$ cat src/rtl/io_pkg.sv
// Shared channel-select constants and types for the extracode I/O responder.
package io_pkg;

  typedef logic [3:0] io_sel_t;

  localparam io_sel_t CH_DSKY = 4'd8;
  localparam io_sel_t CH_KEY  = 4'd13;

  // One bit per select value; set bits are the plain output latches (5, 6, 9-12).
  localparam logic [15:0] OUT_CH_MASK = 16'h1E60;

endpackage

$ cat src/rtl/io_fifo.sv
// Synchronous FIFO with valid/ready on both sides; a push into a full FIFO
// is accepted only when a pop happens in the same cycle.
module io_fifo #(
  parameter  int W     = 15,
  parameter  int DEPTH = 4,
  localparam int AW    = $clog2(DEPTH),
  localparam int CW    = $clog2(DEPTH + 1)
) (
  input  logic          clock,
  input  logic          rst_l,
  input  logic          in_valid,
  input  logic [W-1:0]  in_data,
  output logic          in_ready,
  output logic          out_valid,
  output logic [W-1:0]  out_data,
  input  logic          out_ready,
  output logic          full,
  output logic [CW-1:0] count
);

  logic [W-1:0]  mem [DEPTH];
  logic [AW-1:0] wr_ptr;
  logic [AW-1:0] rd_ptr;
  logic          push;
  logic          pop;

  assign full      = (count == CW'(DEPTH));
  assign out_valid = (count != '0);
  assign in_ready  = ~full | out_ready;
  assign push      = in_valid & in_ready;
  assign pop       = out_valid & out_ready;
  assign out_data  = out_valid ? mem[rd_ptr] : '0;

  // NOTE: storage has no reset; out_data is masked while empty, so stale
  // entries are never visible and the array maps to plain flops/RAM.
  always_ff @(posedge clock) begin
    if (push) mem[wr_ptr] <= in_data;
  end

  // NOTE: sequential state uses non-blocking assignments only, so every
  // register samples pre-edge values regardless of statement order.
  always_ff @(posedge clock or negedge rst_l) begin
    if (!rst_l) begin
      wr_ptr <= '0;
      rd_ptr <= '0;
      count  <= '0;
    end else begin
      if (push) wr_ptr <= wr_ptr + 1'b1;
      if (pop)  rd_ptr <= rd_ptr + 1'b1;
      unique case ({push, pop})
        2'b10:   count <= count + 1'b1;
        2'b01:   count <= count - 1'b1;
        default: count <= count;
      endcase
    end
  end

endmodule

$ cat src/rtl/io_channel_unit.sv
// Channel latches, keyboard input and DSKY output bridge for the extracode
// I/O instructions; read data is returned combinationally to the ALU.
module io_channel_unit
  import io_pkg::*;
#(
  parameter int DATA_W     = 15,
  parameter int FIFO_DEPTH = 4,
  parameter int KEY_W      = 5
) (
  input  logic              clock,
  input  logic              rst_l,
  input  logic              flush,
  input  io_sel_t           io_sel,
  input  logic              io_rd_en,
  input  logic              io_wr_en,
  input  logic [DATA_W-1:0] io_wr_data,
  output logic [DATA_W-1:0] io_rd_data,
  input  logic              key_valid,
  input  logic [KEY_W-1:0]  key_code,
  output logic              key_ready,
  output logic              key_irq,
  output logic              dsky_valid,
  output logic [DATA_W-1:0] dsky_data,
  input  logic              dsky_ready,
  output logic              dsky_ovf
);

  localparam int CW = $clog2(FIFO_DEPTH + 1);

  logic              wr;
  logic              rd;
  logic [DATA_W-1:0] chan_q [16];
  logic [DATA_W-1:0] dsky_shadow_q;
  logic [KEY_W-1:0]  key_q;
  logic              key_accept;
  logic              dsky_push;
  logic              fifo_in_ready;
  logic              fifo_full;
  logic [CW-1:0]     fifo_count;

  assign wr         = io_wr_en & ~flush;
  assign rd         = io_rd_en & ~flush;
  assign key_ready  = ~key_irq;
  assign key_accept = key_valid & key_ready;
  assign dsky_push  = wr & (io_sel == CH_DSKY);

  always_ff @(posedge clock or negedge rst_l) begin
    if (!rst_l) begin
      for (int i = 0; i < 16; i++) chan_q[i] <= '0;
      dsky_shadow_q <= '0;
    end else if (wr) begin
      if (OUT_CH_MASK[io_sel]) chan_q[io_sel] <= io_wr_data;
      if (io_sel == CH_DSKY)   dsky_shadow_q  <= io_wr_data;
    end
  end

  // An accept implies key_irq was low, so it can never race a read-clear.
  always_ff @(posedge clock or negedge rst_l) begin
    if (!rst_l) begin
      key_q   <= '0;
      key_irq <= 1'b0;
    end else if (key_accept) begin
      key_q   <= key_code;
      key_irq <= 1'b1;
    end else if (rd && io_sel == CH_KEY) begin
      key_irq <= 1'b0;
    end
  end

  always_ff @(posedge clock or negedge rst_l) begin
    if (!rst_l)                          dsky_ovf <= 1'b0;
    else if (dsky_push && !fifo_in_ready) dsky_ovf <= 1'b1;
  end

  // NOTE: the default assignment first keeps this block free of latches.
  always_comb begin
    io_rd_data = '0;
    if (OUT_CH_MASK[io_sel])    io_rd_data = chan_q[io_sel];
    else if (io_sel == CH_DSKY) io_rd_data = dsky_shadow_q;
    else if (io_sel == CH_KEY)  io_rd_data = DATA_W'(key_q);
  end

  io_fifo #(
    .W     (DATA_W),
    .DEPTH (FIFO_DEPTH)
  ) u_dsky_fifo (
    .clock     (clock),
    .rst_l     (rst_l),
    .in_valid  (dsky_push),
    .in_data   (io_wr_data),
    .in_ready  (fifo_in_ready),
    .out_valid (dsky_valid),
    .out_data  (dsky_data),
    .out_ready (dsky_ready),
    .full      (fifo_full),
    .count     (fifo_count)
  );

  a_fifo_flags: assert property (@(posedge clock) disable iff (!rst_l)
    (fifo_full == (fifo_count == CW'(FIFO_DEPTH))) && (dsky_valid == (fifo_count != '0)));

endmodule
$ cat config.mk
export PLATFORM = sky130hd
export DESIGN_NAME = io_channel_unit
export DESIGN_NICKNAME = d
export VERILOG_FILES = /design/src/rtl/io_pkg.sv /design/src/rtl/io_fifo.sv /design/src/rtl/io_channel_unit.sv
export SDC_FILE = /design/constraint.sdc
export NUM_CORES = 1
export LEC_CHECK = 0
export CORE_ASPECT_RATIO = 0.8
export CORE_UTILIZATION = 53
export CTS_BUF_LIST = sky130_fd_sc_hd__clkbuf_2
export CTS_CLUSTER_SIZE = 40
export DETAILED_ROUTE_END_ITERATION = 7
export PLACE_DENSITY = 0.69
export SYNTH_ARGS = -nofsm -noshare
export SYNTH_HDL_FRONTEND = slang
export SYNTH_SLANG_ARGS = --single-unit
$ cat constraint.sdc
create_clock -name clock -period 3.1 [get_ports clock]
set_input_delay 0.31 -clock clock [delete_from_list [all_inputs] [get_ports clock]]
set_output_delay 0.31 -clock clock [all_outputs]
set_load 0.03 [all_outputs]
==> results of run 1 <==
## worst max-delay path, delay by kind of cell (launching register included)
family,cells,cell delay (ns)
and+or+nand+nor,1,0.17
muxes,1,0.39
buffers and inverters,1,0.59
DFF,1,0.69
## power by group
group | total, mW | switching (mW) | internal (mW)
clock network | 2.19 | 1.37 | 0.819
logic | 2.12 | 1.04 | 1.09
registers | 4.36 | 0.306 | 4.05
## metal layers
| metal | track usage [%] | vias to the layer above |
|---|---|---|
| met5 | 0 | - |
| met4 | 8.31 | 0 |
| met3 | 5.76 | 38 |
| met2 | 39.9 | 190 |
| met1 | 34.3 | 3595 |
| li1 | - | 2990 |
## cell type report
cell class              count  area [um2]  share of cell area, %
repair buffers             87         923                   6.88
inverters                  11        41.3                  0.307
flip-flops and latches    269        7030                   52.4
diodes                      1        2.50                 0.0186
clock inverters            15        58.8                  0.438
multi-input cells         404        4510                   33.6
well taps                 300         375                   2.80
clock buffers              96         480                   3.58
## what timing repair did
action,in CTS,in global routing
hold buffers,1,0
resized for setup,7,9
hold endpoints to repair,126,0
setup endpoints to repair,15,10
## sequential cells by signal, indices dropped and copies added, names as in the netlist
register / cells
chan_q: 180
dsky_ovf: 1
dsky_shadow_q: 15
key_irq: 1
key_q: 5
u_dsky_fifo.count: 3
u_dsky_fifo.mem: 60
u_dsky_fifo.rd_ptr: 2
u_dsky_fifo.wr_ptr: 2
## cells by family after synthesis
family / Yosys count / share of synthesized area (%)
xor gates and xnor gates: 7 / 0.515
DFF: 269 / 59.1
buffers and inverters: 78 / 3.13
muxes: 264 / 29.1
adders and majority gates: 10 / 1.11
AOI/OAI and AO/OA: 46 / 2.93
and+or+nand+nor: 77 / 4.19
## through the flow
stage | power, mW | hold WS [ns] | setup slack, ns | instance area (um2) | util (%)
floorplan | 5.78 | 0.0144 | 0.230 | 11900 | -
global placement | 6.49 | 0.328 | 0.194 | 12900 | 59.0
detailed placement | 6.60 | 0.351 | 0.182 | 12900 | 59.0
CTS | 8.77 | 0.0723 | 0.000387 | 13400 | 61.5
global route | 9.13 | 0.0538 | 0.0406 | 13400 | 61.6
finish | 8.67 | 0.0954 | 0.165 | 13400 | 61.6
## path summary, 6_finish.rpt
kind | start | end | slack [ns]
worst max-delay path | u_dsky_fifo.rd_ptr[1] | dsky_data[1] | 0.16
worst min-delay path | rst_l | chan_q[175] | 0.1
worst max register to register | u_dsky_fifo.count[0] | u_dsky_fifo.count[2] | 0.58
worst min register to register | chan_q[109] | chan_q[109] | 0.38
max in group asynchronous | rst_l | chan_q[47] | 2.12
min in group clock | key_code[1] | key_q[1] | 0.15
## cells in the final DEF, fill, tap and decap left out, drive strengths merged, types with 11 or more instances in the layout
| cell type | n |
|---|---|
| nand2 | 13 |
| clkinv | 14 |
| buf | 39 |
| nor2b | 13 |
| dfrtp | 209 |
| and2 | 20 |
| mux2i | 16 |
| mux4 | 45 |
| edfxtp | 60 |
| clkbuf | 97 |
| mux2 | 203 |
| inv | 12 |
| nor3 | 11 |
| clkdlybuf4s50 | 33 |
==> flow_summary.rst, run 1 <==
.. list-table::
   :header-rows: 1

   * - Metric
     - Value
   * - Starting density of the core
     - 54.6%
   * - Average instance area after synthesis
     - 15.9 um2
   * - Leading cell type by number of instances after synthesis
     - sky130_fd_sc_hd__dfrtp_1
   * - Standard-cell row count
     - 48
   * - Overall track demand over capacity in global routing
     - 25.0%
   * - Total placed cells including tap cells
     - 1070
   * - Maximum buffer depth of the clock tree
     - 3
   * - Starting DRC count in detailed routing
     - 342
   * - DR WL/cell
     - 22.6 um
   * - Root buffer cell
     - sky130_fd_sc_hd__clkbuf_2
   * - Area share of the leading cell type in the synthesized netlist
     - 43.9%
   * - Setup repair after global routing missed its margin
     - no
   * - Full die area
     - 23100 um2
   * - Total Neg Setup Slack
     - 0 ns
   * - DRC
     - 0
   * - I/O pin count
     - 65
   * - Total core area
     - 21800 um2
   * - Final-stage net count
     - 882
   * - Slew Viols, Final
     - 0
   * - Maximum number of pins on one net before global-route repair
     - 68
   * - TritonCTS clock tree
     - built
   * - Proportion of layout cells with a drive suffix above 1
     - 45.8%
   * - Global route overflow
     - 0
   * - Count of buffers inserted at the top-level ports
     - 64
   * - Outcome
     - finished clean
   * - Number of nets in the synthesized netlist
     - 792
   * - Endpoint required time on the critical path
     - 2.79 ns
   * - Cell at the slowest stage of the critical path
     - sky130_fd_sc_hd__dfrtp_2
   * - ANT nets after route
     - 0
   * - Flip-flop and latch count after synthesis
     - 269
   * - Met3 routed WL
     - 1.45 mm
   * - Global-route wire length before repair
     - 42.9 mm
   * - Unique cell type count in the Yosys netlist
     - 42
   * - Total number of yosys warnings
     - 0
   * - Met2 wire len
     - 13.0 mm
   * - Fin. Hold Viols
     - 0
   * - Wire length on met1
     - 11.8 mm
   * - Worst-case reg-to-reg path depth
     - 9
   * - FFs w/ async S/R, synth
     - 77.7%
   * - List of most frequent post-synthesis cells
     - 209 x sky130_fd_sc_hd__dfrtp_1, 203 x sky130_fd_sc_hd__mux2_2, 60 x sky130_fd_sc_hd__edfxtp_1
   * - CP Max Fanout
     - 16
   * - Part of the Yosys area used for sequential elements
     - 59.1%
   * - Top post-synthesis cells by area
     - sky130_fd_sc_hd__dfrtp_1 44%, sky130_fd_sc_hd__mux2_2 19%, sky130_fd_sc_hd__edfxtp_1 15%
   * - Leakage
     - 6.12 nW
   * - PD cells
     - 646 nW/um2
   * - Clock edge transition at the registers on the reported setup and hold paths
     - 0.12 ns
   * - Worst clock skew
     - 0.0232 ns
   * - Top layer used by detailed routing
     - met4
   * - Clock period minus worst slack
     - 2.94 ns
   * - Synth-to-Final Area Change
     - 12.8%
   * - Remaining max-slew budget at the tightest pin
     - 29.0%
   * - Kind of path behind the tightest hold check
     - in2async
   * - Count of buffers added by post-CTS timing repair for setup
     - 0
   * - Arr. time, crit path
     - 2.63 ns
   * - Critical path's largest stage delay
     - 0.69 ns
   * - Average vias per placed instance
     - 5.76
   * - Cell accounting for the most synthesized area
     - sky130_fd_sc_hd__dfrtp_1
   * - Post-route fraction of the period consumed by the critical path
     - 94.7%
   * - Post-Route WL
     - 26.7 mm
   * - H-tree Lvls
     - 3
   * - Achievable clock frequency
     - 341 MHz
   * - Top flip-flop cell by instance count after synthesis
     - sky130_fd_sc_hd__dfrtp_1
   * - Final std cells w/o fill
     - 1183
   * - TritonCTS sink count
     - 269
   * - CP Capture Type
     - output pin
   * - Worst slew pin tran
     - 1.06 ns
   * - Total clock buffers created by CTS
     - 68
   * - Estimated wirelength of the detail-placed design
     - 16.9 mm
   * - Post-Syn Instances
     - 751
   * - Final setup violation count
     - 0
   * - Critical path launch point type
     - register
   * - Worst supply voltage drop on vdd
     - 605 uV
   * - Die Ht
     - 136 um
   * - Vias after detailed routing
     - 6813
   * - Cell area after technology mapping
     - 11900 um2
   * - Worst-path cell chain
     - mux4_2 > and2_1 > clkdlybuf4s50_1
   * - Insertion delay to the later sink of the worst-skew pair
     - 0.78 ns
   * - Antenna violations before repair
     - 1
   * - Detailed Routing Iterations Pass 1
     - 5
   * - Overall die width
     - 170 um
   * - Worst Setup Path Type
     - reg2out
   * - EDFF count, synth
     - 60
   * - Placer's final routability congestion estimate
     - 0.782
   * - Filler Cell Count
     - 1685
   * - Number of maximum-capacitance constraint violations
     - 0
   * - Via count of the first global-routing pass
     - 7626
Note: power is estimated with default switching activity, not from simulation.
==> run 2, diff against run 1 <==
--- a/config.mk
+++ b/config.mk
@@ -5,6 +5,7 @@
 export SDC_FILE = /design/constraint.sdc
 export NUM_CORES = 1
 export LEC_CHECK = 0
+export ABC_CLOCK_PERIOD_IN_PS = 3100
 export CORE_ASPECT_RATIO = 0.8
 export CORE_UTILIZATION = 53
 export CTS_BUF_LIST = sky130_fd_sc_hd__clkbuf_2
==> constraint.sdc (replaced) <==
create_clock -name clock -period 3.1 [get_ports clock]
set_input_delay 0.31 -clock clock [delete_from_list [all_inputs] [get_ports clock]]
set_output_delay 0.31 -clock clock [all_outputs]
set_load 0.02 [all_outputs]
==> run 2 against run 1 <==
  * Clock power is 3% higher
  * Clock skew is 0.0066 ns lower
  * Global-route usage is 0.80 points lower
  * Sequential power hardly changed
  * Via count hardly changed
  * Flip-flop and latch count stayed put
  * Core utilization is 0.34 points higher
  * Worst setup slack worse by 0.067 ns
  * Die area stayed put
  * Clock-buffer cell count is 9 higher
  * Hold slack worse by 0.047 ns
  * Final cell count is 1.4% higher
  * Critical path type unchanged
  * Largest cell class unchanged
  * Largest power group unchanged
  * Highest routed layer unchanged
==> flow_summary.rst, run 2 (synthesis results as in run 1) <==
.. list-table::
   :header-rows: 1

   * - Metric
     - Value
   * - Kind of path behind the tightest hold check
     - in2async
   * - Final-stage net count
     - 894
   * - Proportion of layout cells with a drive suffix above 1
     - 45.5%
   * - Most common cell after layout, fill and taps aside
     - sky130_fd_sc_hd__dfrtp_1
   * - Antenna violations before repair
     - 1
   * - Worst slew pin tran
     - 0.718 ns
   * - Leakage
     - 6.16 nW
   * - Arr. time, crit path
     - 2.69 ns
   * - Worst supply voltage drop on vdd
     - 383 uV
   * - Crit Reg-Reg Startpoint
     - u_dsky_fifo.count[1]
   * - Via count of the first global-routing pass
     - 7735
   * - Total core area
     - 21800 um2
   * - Fin. Hold Viols
     - 0
   * - Vias after detailed routing
     - 6807
   * - Maximum buffer depth of the clock tree
     - 3
   * - Worst clock skew
     - 0.0165 ns
   * - Overall track demand over capacity in global routing
     - 24.2%
   * - Total clock buffers created by CTS
     - 67
   * - Cell family contributing the most delay on the critical path
     - buffers and inverters
   * - Critical path launch point type
     - register
   * - Worst Setup Path Type
     - reg2out
   * - Insertion delay to the later sink of the worst-skew pair
     - 0.79 ns
   * - Endpoint required time on the critical path
     - 2.79 ns
   * - Root buffer cell
     - sky130_fd_sc_hd__clkbuf_2
   * - H-tree Lvls
     - 3
   * - Worst path buffer plus inverter count
     - 1
   * - I/O pin count
     - 65
   * - Global-route wire length before repair
     - 42.0 mm
   * - TritonCTS clock tree
     - built
   * - Flip-flop count of the largest register, all copies and words added
     - 180
   * - Pre-CTS setup slack
     - 0.0869 ns
   * - Detailed Routing Iterations Pass 1
     - 7
   * - Standard-cell row count
     - 48
   * - Post-Route WL
     - 26.1 mm
   * - Slew Viols, Final
     - 0
   * - Global route overflow
     - 0
   * - Synth-to-Final Area Change
     - 13.4%
   * - Register name with the most flops
     - chan_q
   * - Worst-path cell chain
     - mux4_2 > nor2b_1 > nor3_1 > a221o_1 > clkdlybuf4s50_1
   * - Die Ht
     - 136 um
   * - DRC
     - 0
   * - PD cells
     - 639 nW/um2
   * - Number of maximum-capacitance constraint violations
     - 0
   * - Overall die width
     - 170 um
   * - Cell at the slowest stage of the critical path
     - sky130_fd_sc_hd__clkdlybuf4s50_1
   * - Largest registers ranked by flip-flop count
     - chan_q: 180 flops, u_dsky_fifo.mem: 60 flops, dsky_shadow_q: 15 flops
   * - Maximum number of pins on one net before global-route repair
     - 71
   * - CP Capture Type
     - output pin
   * - Commonest cells after routing, fill and taps aside
     - 208 x sky130_fd_sc_hd__dfrtp_1, 203 x sky130_fd_sc_hd__mux2_2, 105 x sky130_fd_sc_hd__clkbuf_2
   * - Starting density of the core
     - 54.6%
   * - Remaining max-slew budget at the tightest pin
     - 52.0%
   * - Estimated wirelength of the detail-placed design
     - 17.2 mm
   * - Final setup violation count
     - 0
   * - Full die area
     - 23100 um2
   * - First element of the critical path
     - chan_q[5]
   * - ANT nets after route
     - 0
   * - DR WL/cell
     - 21.7 um
   * - Starting DRC count in detailed routing
     - 409
   * - Clock period minus worst slack
     - 3.00 ns
   * - TritonCTS sink count
     - 269
   * - Count of buffers inserted at the top-level ports
     - 64
   * - Total Neg Setup Slack
     - 0 ns
   * - Final setup slack of the worst path
     - 0.0981 ns
   * - Outcome
     - finished clean
   * - Achievable clock frequency
     - 333 MHz
   * - Placer's final routability congestion estimate
     - 0.843
   * - Clock edge transition at the registers on the reported setup and hold paths
     - 0.11 ns
   * - Post-route fraction of the period consumed by the critical path
     - 96.8%
   * - Average vias per placed instance
     - 5.68
   * - Critical path's largest stage delay
     - 0.54 ns
   * - CP Max Fanout
     - 2
   * - Setup repair after global routing missed its margin
     - no
==> run 2: changes by cell type in the layout (fill, tap and decap cells not counted), moves of 2 or more <==
cell / delta
sky130_fd_sc_hd__clkdlybuf4s50_1: +20
sky130_fd_sc_hd__dlymetal6s2s_1: -3
sky130_fd_sc_hd__clkinv_2: -2
sky130_fd_sc_hd__buf_4: +4
sky130_fd_sc_hd__dlygate4sd2_1: -2
sky130_fd_sc_hd__clkinv_1: -5
sky130_fd_sc_hd__buf_12: -6
sky130_fd_sc_hd__clkbuf_2: +9
==> run 2: routing by layer <==
layer	wire (um)	vias up	global-route usage, %	share of wire [%]
met1	11500	3569	33.1	44
met3	1370	52	4.77	5.3
li1	-	3018	-	-
met5	0	-	0	0
met4	600	0	9.96	2.3
met2	12600	168	38.5	48
==> run 2: worst paths after layout <==
| path | end | slack (ns) | cells past startpoint |
|---|---|---|---|
| min in group clock | key_q[1] | 0.13 | 2 |
| max in group asynchronous | chan_q[42] | 2.25 | 3 |
| hold / removal | chan_q[174] | 0.05 | 2 |
| setup / recovery | io_rd_data[5] | 0.1 | 5 |
| hold reg to reg | chan_q[114] | 0.38 | 0 |
| setup reg to reg | u_dsky_fifo.count[1] | 0.92 | 6 |
==> run 2: power by group <==
part	switching [mW]	leakage, nW	internal [mW]	total, mW
sequential	0.293	3.29	4.05	4.34
combinational	0.904	2.41	1.13	2.03
clock	1.38	0.456	0.878	2.26
==> run 2: cell type report <==
| type | instances | area (um2) |
|---|---|---|
| tap | 300 | 375 |
| clock inverter | 9 | 33.8 |
| sequential | 269 | 7030 |
| inverter | 11 | 41.3 |
| antenna | 1 | 2.50 |
| clock buffer | 105 | 526 |
| multi-input combinational | 404 | 4510 |
| timing repair buffer | 100 | 978 |
| fill | 1652 | 8300 |
==> run 2: through the flow <==
step / hold WS (ns) / utilization (%) / cells / power, mW / cell area [um2]
3_5_place_dp: 0.333 / 59.1 / 1082 / 6.44 / 12900
2_1_floorplan: 0.0144 / - / 751 / 5.65 / 11900
3_3_place_gp: 0.326 / 59.1 / 1082 / 6.33 / 12900
4_1_cts: 0.0212 / 61.8 / 1197 / 8.72 / 13500
6_report: 0.0480 / 61.9 / 1199 / 8.63 / 13500
5_1_grt: 0.0376 / 61.9 / 1199 / 9.10 / 13500
==> run 2: timing repair <==
item                       CTS  global route
cloned                       0             0
setup endpoints to repair   18            11
gates resized for setup      7             6
hold buffers                 1             0
buffers inserted             0             1
hold endpoints to repair   204             0
